===== config.mk =====
export PLATFORM = sky130hd
export DESIGN_NAME = dense_axis_bridge
export DESIGN_NICKNAME = d
export VERILOG_FILES = /design/src/rtl/dense_axis_bridge.sv
export SDC_FILE = /design/constraint.sdc
export NUM_CORES = 1
export LEC_CHECK = 0
export BUFFER_PORTS_ARGS = -buffer_cell sky130_fd_sc_hd__buf_2
export CAP_MARGIN = 20
export CORE_AREA = 4 4 99 172
export CTS_BUF_LIST = sky130_fd_sc_hd__clkbuf_8
export DETAILED_ROUTE_END_ITERATION = 12
export DIE_AREA = 0 0 103 176
export PLACE_DENSITY = 0.83
export RECOVER_POWER = 25
export SLEW_MARGIN = 20
export SYNTH_ARGS = -nofsm -noshare
export SYNTH_HDL_FRONTEND = slang
export SYNTH_SLANG_ARGS = --single-unit

===== constraint.sdc =====
create_clock -name clk -period 4.6 [get_ports clk]
set_clock_uncertainty 0.05 [all_clocks]
set_input_delay 0.92 -clock clk [delete_from_list [all_inputs] [get_ports clk]]
set_output_delay 0.92 -clock clk [all_outputs]
set_load 0.1 [all_outputs]

===== src/rtl/dense_axis_bridge.sv =====
// AXI-Stream wrapper for the dense layer: buffers one input frame, starts the datapath, drains its results.
// Optional framing check on s_axis_tlast is enabled by defining DENSE_AXIS_BRIDGE_TLAST_CHECK_EN.
module dense_axis_bridge #(
    parameter int IN_COUNT  = 16,
    parameter int OUT_COUNT = 10,
    parameter int DATA_SIZE = 8
) (
    input  logic                         clk,
    input  logic                         rst,
    input  logic [DATA_SIZE-1:0]         s_axis_tdata,
    input  logic                         s_axis_tvalid,
    output logic                         s_axis_tready,
    input  logic                         s_axis_tlast,
    output logic [DATA_SIZE-1:0]         m_axis_tdata,
    output logic                         m_axis_tvalid,
    input  logic                         m_axis_tready,
    output logic                         m_axis_tlast,
    input  logic [$clog2(IN_COUNT)-1:0]  bufferIn_adr,
    output logic [DATA_SIZE-1:0]         bufferIn_data,
    input  logic [$clog2(OUT_COUNT)-1:0] bufferOut_adr,
    input  logic [DATA_SIZE-1:0]         bufferOut_data,
    input  logic                         bufferOut_wr,
    output logic                         dense_start,
    input  logic                         dense_done,
    output logic                         err
);

    localparam int IN_W  = $clog2(IN_COUNT);
    localparam int OUT_W = $clog2(OUT_COUNT);

    typedef enum logic [1:0] {RECV, START, CALC, SEND} state_t;

    state_t               state_q, state_d;
    logic [IN_W-1:0]      wr_cnt_q, wr_cnt_d;
    logic [OUT_W-1:0]     rd_cnt_q, rd_cnt_d;
    logic [DATA_SIZE-1:0] in_buf_q  [IN_COUNT];
    logic [DATA_SIZE-1:0] out_buf_q [OUT_COUNT];
    logic [IN_COUNT-1:0]  in_we;
    logic [OUT_COUNT-1:0] out_we;
    logic                 s_hs, m_hs, in_last, out_last;

    assign s_axis_tready = (state_q == RECV) && !rst;
    assign s_hs          = s_axis_tvalid && s_axis_tready;
    assign in_last       = (wr_cnt_q == IN_W'(IN_COUNT - 1));
    assign m_axis_tvalid = (state_q == SEND);
    assign m_hs          = m_axis_tvalid && m_axis_tready;
    assign out_last      = (rd_cnt_q == OUT_W'(OUT_COUNT - 1));
    assign m_axis_tlast  = m_axis_tvalid && out_last;
    assign dense_start   = (state_q == START);

    // Per-entry write enables; out-of-range addresses simply match no entry.
    generate
        for (genvar gi = 0; gi < IN_COUNT; gi++) begin : g_in_we
            assign in_we[gi] = s_hs && (wr_cnt_q == IN_W'(gi));
        end
        for (genvar gi = 0; gi < OUT_COUNT; gi++) begin : g_out_we
            assign out_we[gi] = (state_q == CALC) && bufferOut_wr && (bufferOut_adr == OUT_W'(gi));
        end
    endgenerate

    always_ff @(posedge clk) begin
        for (int i = 0; i < IN_COUNT; i++) begin
            if (in_we[i]) in_buf_q[i] <= s_axis_tdata;
        end
        for (int i = 0; i < OUT_COUNT; i++) begin
            if (out_we[i]) out_buf_q[i] <= bufferOut_data;
        end
    end

    always_comb begin
        bufferIn_data = '0;
        for (int i = 0; i < IN_COUNT; i++) begin
            if (bufferIn_adr == IN_W'(i)) bufferIn_data = in_buf_q[i];
        end
    end

    // Data is forced to zero whenever no beat is being presented.
    always_comb begin
        m_axis_tdata = '0;
        for (int i = 0; i < OUT_COUNT; i++) begin
            if (m_axis_tvalid && rd_cnt_q == OUT_W'(i)) m_axis_tdata = out_buf_q[i];
        end
    end

    always_comb begin
        state_d  = state_q;
        wr_cnt_d = wr_cnt_q;
        rd_cnt_d = rd_cnt_q;
        case (state_q)
            RECV: begin
                if (s_hs) begin
                    if (in_last) begin
                        wr_cnt_d = '0;
                        state_d  = START;
                    end else begin
                        wr_cnt_d = wr_cnt_q + 1'b1;
                    end
                end
            end
            START: state_d = CALC;
            CALC: begin
                if (dense_done) state_d = SEND;
            end
            SEND: begin
                if (m_hs) begin
                    if (out_last) begin
                        rd_cnt_d = '0;
                        state_d  = RECV;
                    end else begin
                        rd_cnt_d = rd_cnt_q + 1'b1;
                    end
                end
            end
            default: state_d = RECV;
        endcase
    end

    always_ff @(posedge clk) begin
        if (rst) begin
            state_q  <= RECV;
            wr_cnt_q <= '0;
            rd_cnt_q <= '0;
        end else begin
            state_q  <= state_d;
            wr_cnt_q <= wr_cnt_d;
            rd_cnt_q <= rd_cnt_d;
        end
    end

`ifdef DENSE_AXIS_BRIDGE_TLAST_CHECK_EN
    logic err_q, err_d;

    // Sticky: tlast must coincide exactly with the IN_COUNT-th beat.
    always_comb begin
        err_d = err_q | (s_hs && (s_axis_tlast != in_last));
    end

    always_ff @(posedge clk) begin
        if (rst) err_q <= 1'b0;
        else     err_q <= err_d;
    end

    assign err = err_q;
`else
    logic unused_tlast;
    assign unused_tlast = s_axis_tlast;
    assign err          = 1'b0;
`endif

endmodule


==> After elaboration in Yosys (flattened, before gate mapping) <==
Memory sizes are Yosys's and may differ from the RTL's.
Cells that the tools add are included.
{ "totals": {"ff_bits": 10, "ramBits": 208, "in_bits": 31, "out_inout_bits": 21, "elab_cells": 294, "memories": 2} }
{ "op_classes": {"add_sub_neg": 2, "eq_ne": 56, "muxes": 158, "n_reduce_logical": 73} }
{ "memory_table": {"columns": ["name", "words", "width", "rd", "rd_clocked_by_memory_dff", "write_ports", "line", "source"], "rows": [
  ["in_buf_q", 16, 8, 16, 0, 1, "36", "logic [DATA_SIZE-1:0] in_buf_q [IN_COUNT];"],
  ["out_buf_q", 10, 8, 10, 0, 1, "37", "logic [DATA_SIZE-1:0] out_buf_q [OUT_COUNT];"]
]} }
{ "op_table": {"columns": ["op", "n"], "rows": [
  ["$mux W8", 50],
  ["$reduce_or A8 Y1", 24],
  ["$mux W4", 26],
  ["$eq A4 B4 Y1 const B", 20],
  ["$mux W1", 76],
  ["$eq A4 B3 Y1 const B", 16],
  ["$logic_and A1 B1 Y1", 40],
  ["$eq A4 B2 Y1 const B", 8],
  ["$eq A4 B1 Y1 const B", 4],
  ["$logic_not A4 Y1", 4],
  ["$mux W2", 5],
  ["$add A4 B1 Y4 const B", 2],
  ["$pmux W2 S4", 1],
  ["$ne A2 B2 Y1 const B", 3],
  ["$reduce_and A5 Y1", 1],
  ["$eq A2 B2 Y1 const B", 2],
  ["$ne A2 B1 Y1 const B", 2],
  ["$reduce_and A2 Y1", 2],
  ["$eq A2 B1 Y1 const B", 1],
  ["$logic_not A2 Y1", 1],
  ["$logic_not A1 Y1", 1]
]} }

==> Depth between registers and ports, before layout <==
{ "depth": {"depth_word": 22, "depth_mapped": 8, "depth_no_buf": 7} }

==> Worst setup path before layout <==
Ideal clock, no wire load.
{ "synth_timing": {"path_kind": "reg-to-output", "start": "register state_q[1]", "end": "output port m_axis_tdata[5]", "arrival_ps": 4078, "required_ps": 3630, "slack_ps": -448, "path_stages_with_launch": 7, "n_path_buf": 0, "path_cell_list": "dfxtp_1 > ha_1 > and4bb_2 > o21ai_0 > o21ai_1 > nand2_1 > a211oi_1"} }
{ "synth_between": {"elab_chain_len": 12, "elab_cells_between_ends": 21, "cone_classes": "eq/ne (1); mux (10); reduce/logical (10)"} }
{ "synth_lines": {"columns": ["element", "line", "source"], "rows": [
  ["start: declaration", "33", "state_t state_q, state_d;"],
  ["start signal: assignment", "124", "state_q <= state_d;"],
  ["$eq A2 B2 Y1 *", "45", "assign m_axis_tvalid = (state_q == SEND);"],
  ["via m_axis_tvalid", "15", "output logic m_axis_tvalid,"],
  ["$logic_and A1 B1 Y1", "81", "if (m_axis_tvalid && rd_cnt_q == OUT_W'(i)) m_axis_tdata = out_buf_q[i];"],
  ["$mux W8 (9 in series)", "81", null],
  ["$mux W8 *", "81", null],
  ["end: declaration", "14", "output logic [DATA_SIZE-1:0] m_axis_tdata,"]
]} }
Mark *: on every way through the listed nets, which the timed path passes. The rest lies on a longest branch.

==> Worst setup path in the final report <==
{ "layout_timing": {"start": "input port bufferIn_adr[0]", "end": "output port bufferIn_data[4]"} }
{ "layout_between": {"elab_chain_len": 17, "elab_cells_between_ends": 32, "cone_classes": "eq/ne (15); mux (16); reduce/logical (1)"} }
{ "layout_lines": {"columns": ["element", "line", "source"], "rows": [
  ["start: declaration", "18", "input logic [$clog2(IN_COUNT)-1:0] bufferIn_adr,"],
  ["$logic_not A4 Y1", "73", "if (bufferIn_adr == IN_W'(i)) bufferIn_data = in_buf_q[i];"],
  ["$mux W8 (15 in series)", "73", null],
  ["$mux W8 *", "73", null],
  ["end: declaration", "19", "output logic [DATA_SIZE-1:0] bufferIn_data,"]
]} }
Every way passes the cells marked *; elsewhere a longest branch is shown, timed or not.

==> results by group <==
Status
  – Outcome: finished clean

Drt
  – DRT Pass-1 Iters: 5
  – Routed wire per std cell: 23.5 microns
  – Drt drc: 0
  – Via count: 5,915
  – WL final: 21.6 mm
  – DR vias/cell: 6.45
  – DRC violation total after the first TritonRoute iteration: 352
  – Antenna Nets Post-Route: 0

Logic synthesis
  – Warnings from Yosys: 0
  – Post-synth top cells: edfxtp_1 (208), nor2_1 (47), nand2_1 (40)
  – Syn avg cell area: 14.4 sq um
  – Sequential element share of the synthesized area: 69.5%
  – Synth Flop Type: edfxtp_1
  – Post-synthesis async set-or-reset flop share: 0%
  – Synth area leader: edfxtp_1
  – Number of synthesized flops with an enable pin: 208
  – Largest cells by area after synthesis: edfxtp_1 (67%), mux2i_1 (2.9%), mux4_2 (2.2%)
  – Post-Synthesis Net Count: 685
  – Synthesized cell area: 9280 sq um
  – Syn Inst Count: 646
  – Most frequent cell after synthesis: edfxtp_1
  – Seq cells post-synth: 218
  – Netlist cell types: 59
  – Top cell type's share of synthesized area: 67.3%

Worst setup path
  – Capturing point of the worst reg2reg path: in_buf_q[1][14]
  – Crit path required time: 3630 ps
  – Crit path max fanout: 38
  – CP arrival: 3250 ps
  – Critical Path Sink: bufferIn_data[4]
  – CP endpoint kind: output port
  – Startpoint types: input pin
  – Reg-to-Reg Start: state_q[0]
  – Reg2reg setup slack: 2070 ps
  – R2R depth: 6
  – CP startpoint: bufferIn_adr[0]
  – WS Path Type: input pin to output port

Die
  – Initial Util: 59.0%
  – I/O pins: 52
  – Die Ht: 176 microns
  – Core region area: 15,700 sq um
  – Chip width: 103 microns
  – Die area: 18,100 sq um
  – FP Rows: 61

CTS
  – Clock net sink count: 218
  – Post-CTS Resized: 0
  – Total CTS buffers: 29
  – Hold buffers post-CTS: 0
  – Clock slew at reported path FFs: 70 ps
  – Clk Latency, worst-skew pair: 560 ps
  – Clock Tree Buf Depth: 3
  – CTS H-Tree Depth: 1
  – Post-CTS setup buffer count: 0
  – CTS tree: built
  – CTS root buffer: clkbuf_8

Final layout
  – Final #Nets: 745
  – Antenna diodes: 0
  – Area of the multi-input gates: 2590 sq um
  – Layout cell share with drive strength beyond 1: 17.0%
  – Register area: 6450 sq um
  – Non-filler cells, final: 917
  – Synth-to-Final Area Change: 10.2%
  – Fillers: 1,115

Power
  – Pleak: 3.42 nW
  – Power density cells: 387 nW/um^2
  – Peak supply drop: 0.000334 V

STA
  – Setup TNS: 0 ps
  – Period minus WS final: 4220 ps
  – Worst slew margin: 29.1%
  – Final hold vios: 0
  – Period Utilization, post-route: 91.7%
  – Final worst setup slack: 382 ps
  – Fmax: 237 MHz
  – Final setup viols: 0
  – Worst slew pin tran: 1060 ps
  – RSZ-0062 raised after global routing: false
  – Slew Limit Fails: 0

Placement
  – Post-placement cell count: 864
  – GP Congestion: 0.925
  – DP Worst Slack: 497 ps
  – PortBufs: 49
  – Dpl hpwl: 15.3 mm

GRT
  – Total GRT Usage: 24.3%
  – First-pass GRT wire length: 32.8 mm
  – Grt ovf: 0
  – Largest net degree at the start of global routing: 39
  – Vias in the first global route: 6,073
  – Initial antenna violation count: 0

Worst hold path
  – Min-Delay Path Class: register to register

Flow run
  – Max_cap viols: 0
metrics by stage:
stage	utilization (%)	power [mW]	cell area, sq um	hold slack, ps
after floorplan	-	2.49	9300	466
after global placement	61.6	2.58	9680	481
after detailed placement	61.6	2.59	9680	519
after CTS	65.1	3.96	10200	539
after global routing	65.0	4.07	10200	554
final	65.0	3.95	10200	534
critical path: stages:
cell and delay, ps:
buf_2 570, buf_4 370, nor2b_1 80, a211oi_1 610, a21oi_1 70, o21ai_0 200
nand3_1 110, buf_2 300
registers in the layout (all words and copies together), names as in the netlist:
register	count
in_buf_q	128
out_buf_q	80
rd_cnt_q	4
state_q	2
wr_cnt_q	4
worst min path at each step:
stage / start / end / slack (ps) / cells after the start
after floorplan: state_q[0] / state_q[0] / 470 / 2
after detailed placement: wr_cnt_q[2] / wr_cnt_q[2] / 520 / 2
after global routing: state_q[0] / state_q[0] / 550 / 2
final: state_q[0] / state_q[0] / 530 / 2
after CTS: wr_cnt_q[2] / wr_cnt_q[2] / 540 / 2
after global placement: state_q[0] / state_q[0] / 480 / 2
cell families after synthesis:
family	after synthesis	synth area share, %
AOI/OAI and AO/OA	148	10.5
adders and majority gates	8	1.08
buffers and inverters	48	2.85
muxes	48	6.55
xor gates and xnor gates	4	0.378
DFF	218	69.5
and+or+nand+nor	171	9.12
other	1	0.0404
power breakdown:
part           internal [mW]  switching (mW)
sequential              2.19          0.0104
combinational         0.0860           0.263
clock                  0.706           0.695
total                   2.98           0.968
layout by cell type, fill, tap and decap left out, drive strengths merged, types with 5 or more instances in the layout:
cell type	netlist	layout
a211oi	7	7
a21oi	34	34
a221oi	9	9
and2	13	13
buf	27	50
clkbuf	5	40
clkinv	3	19
dfxtp	10	10
edfxtp	208	208
ha	8	8
inv	13	18
mux2	12	12
mux2i	27	27
mux4	9	9
nand2	40	40
nand2b	9	9
nand3	12	12
nor2	47	47
nor2b	15	15
nor3	16	16
o21ai	41	41
o221ai	8	8
o22ai	18	18
o32ai	5	5
cell type report:
cell class | count | share of cell area, %
repair buffers | 61 | 3.29
clock inverters | 24 | 1.57
multi-input cells | 380 | 25.3
well taps | 189 | 2.31
clock buffers | 29 | 3.90
flip-flops and latches | 218 | 63.0
inverters | 16 | 0.587
metal layers:
layer	vias up	GRT usage, %	routed length, microns
met5	-	0	0
met4	0	15.5	1600
met3	109	3.72	1400
met2	328	44.4	11700
met1	2849	24.9	6840
li1	2629	-	-
(Power assumes the default switching activity.)
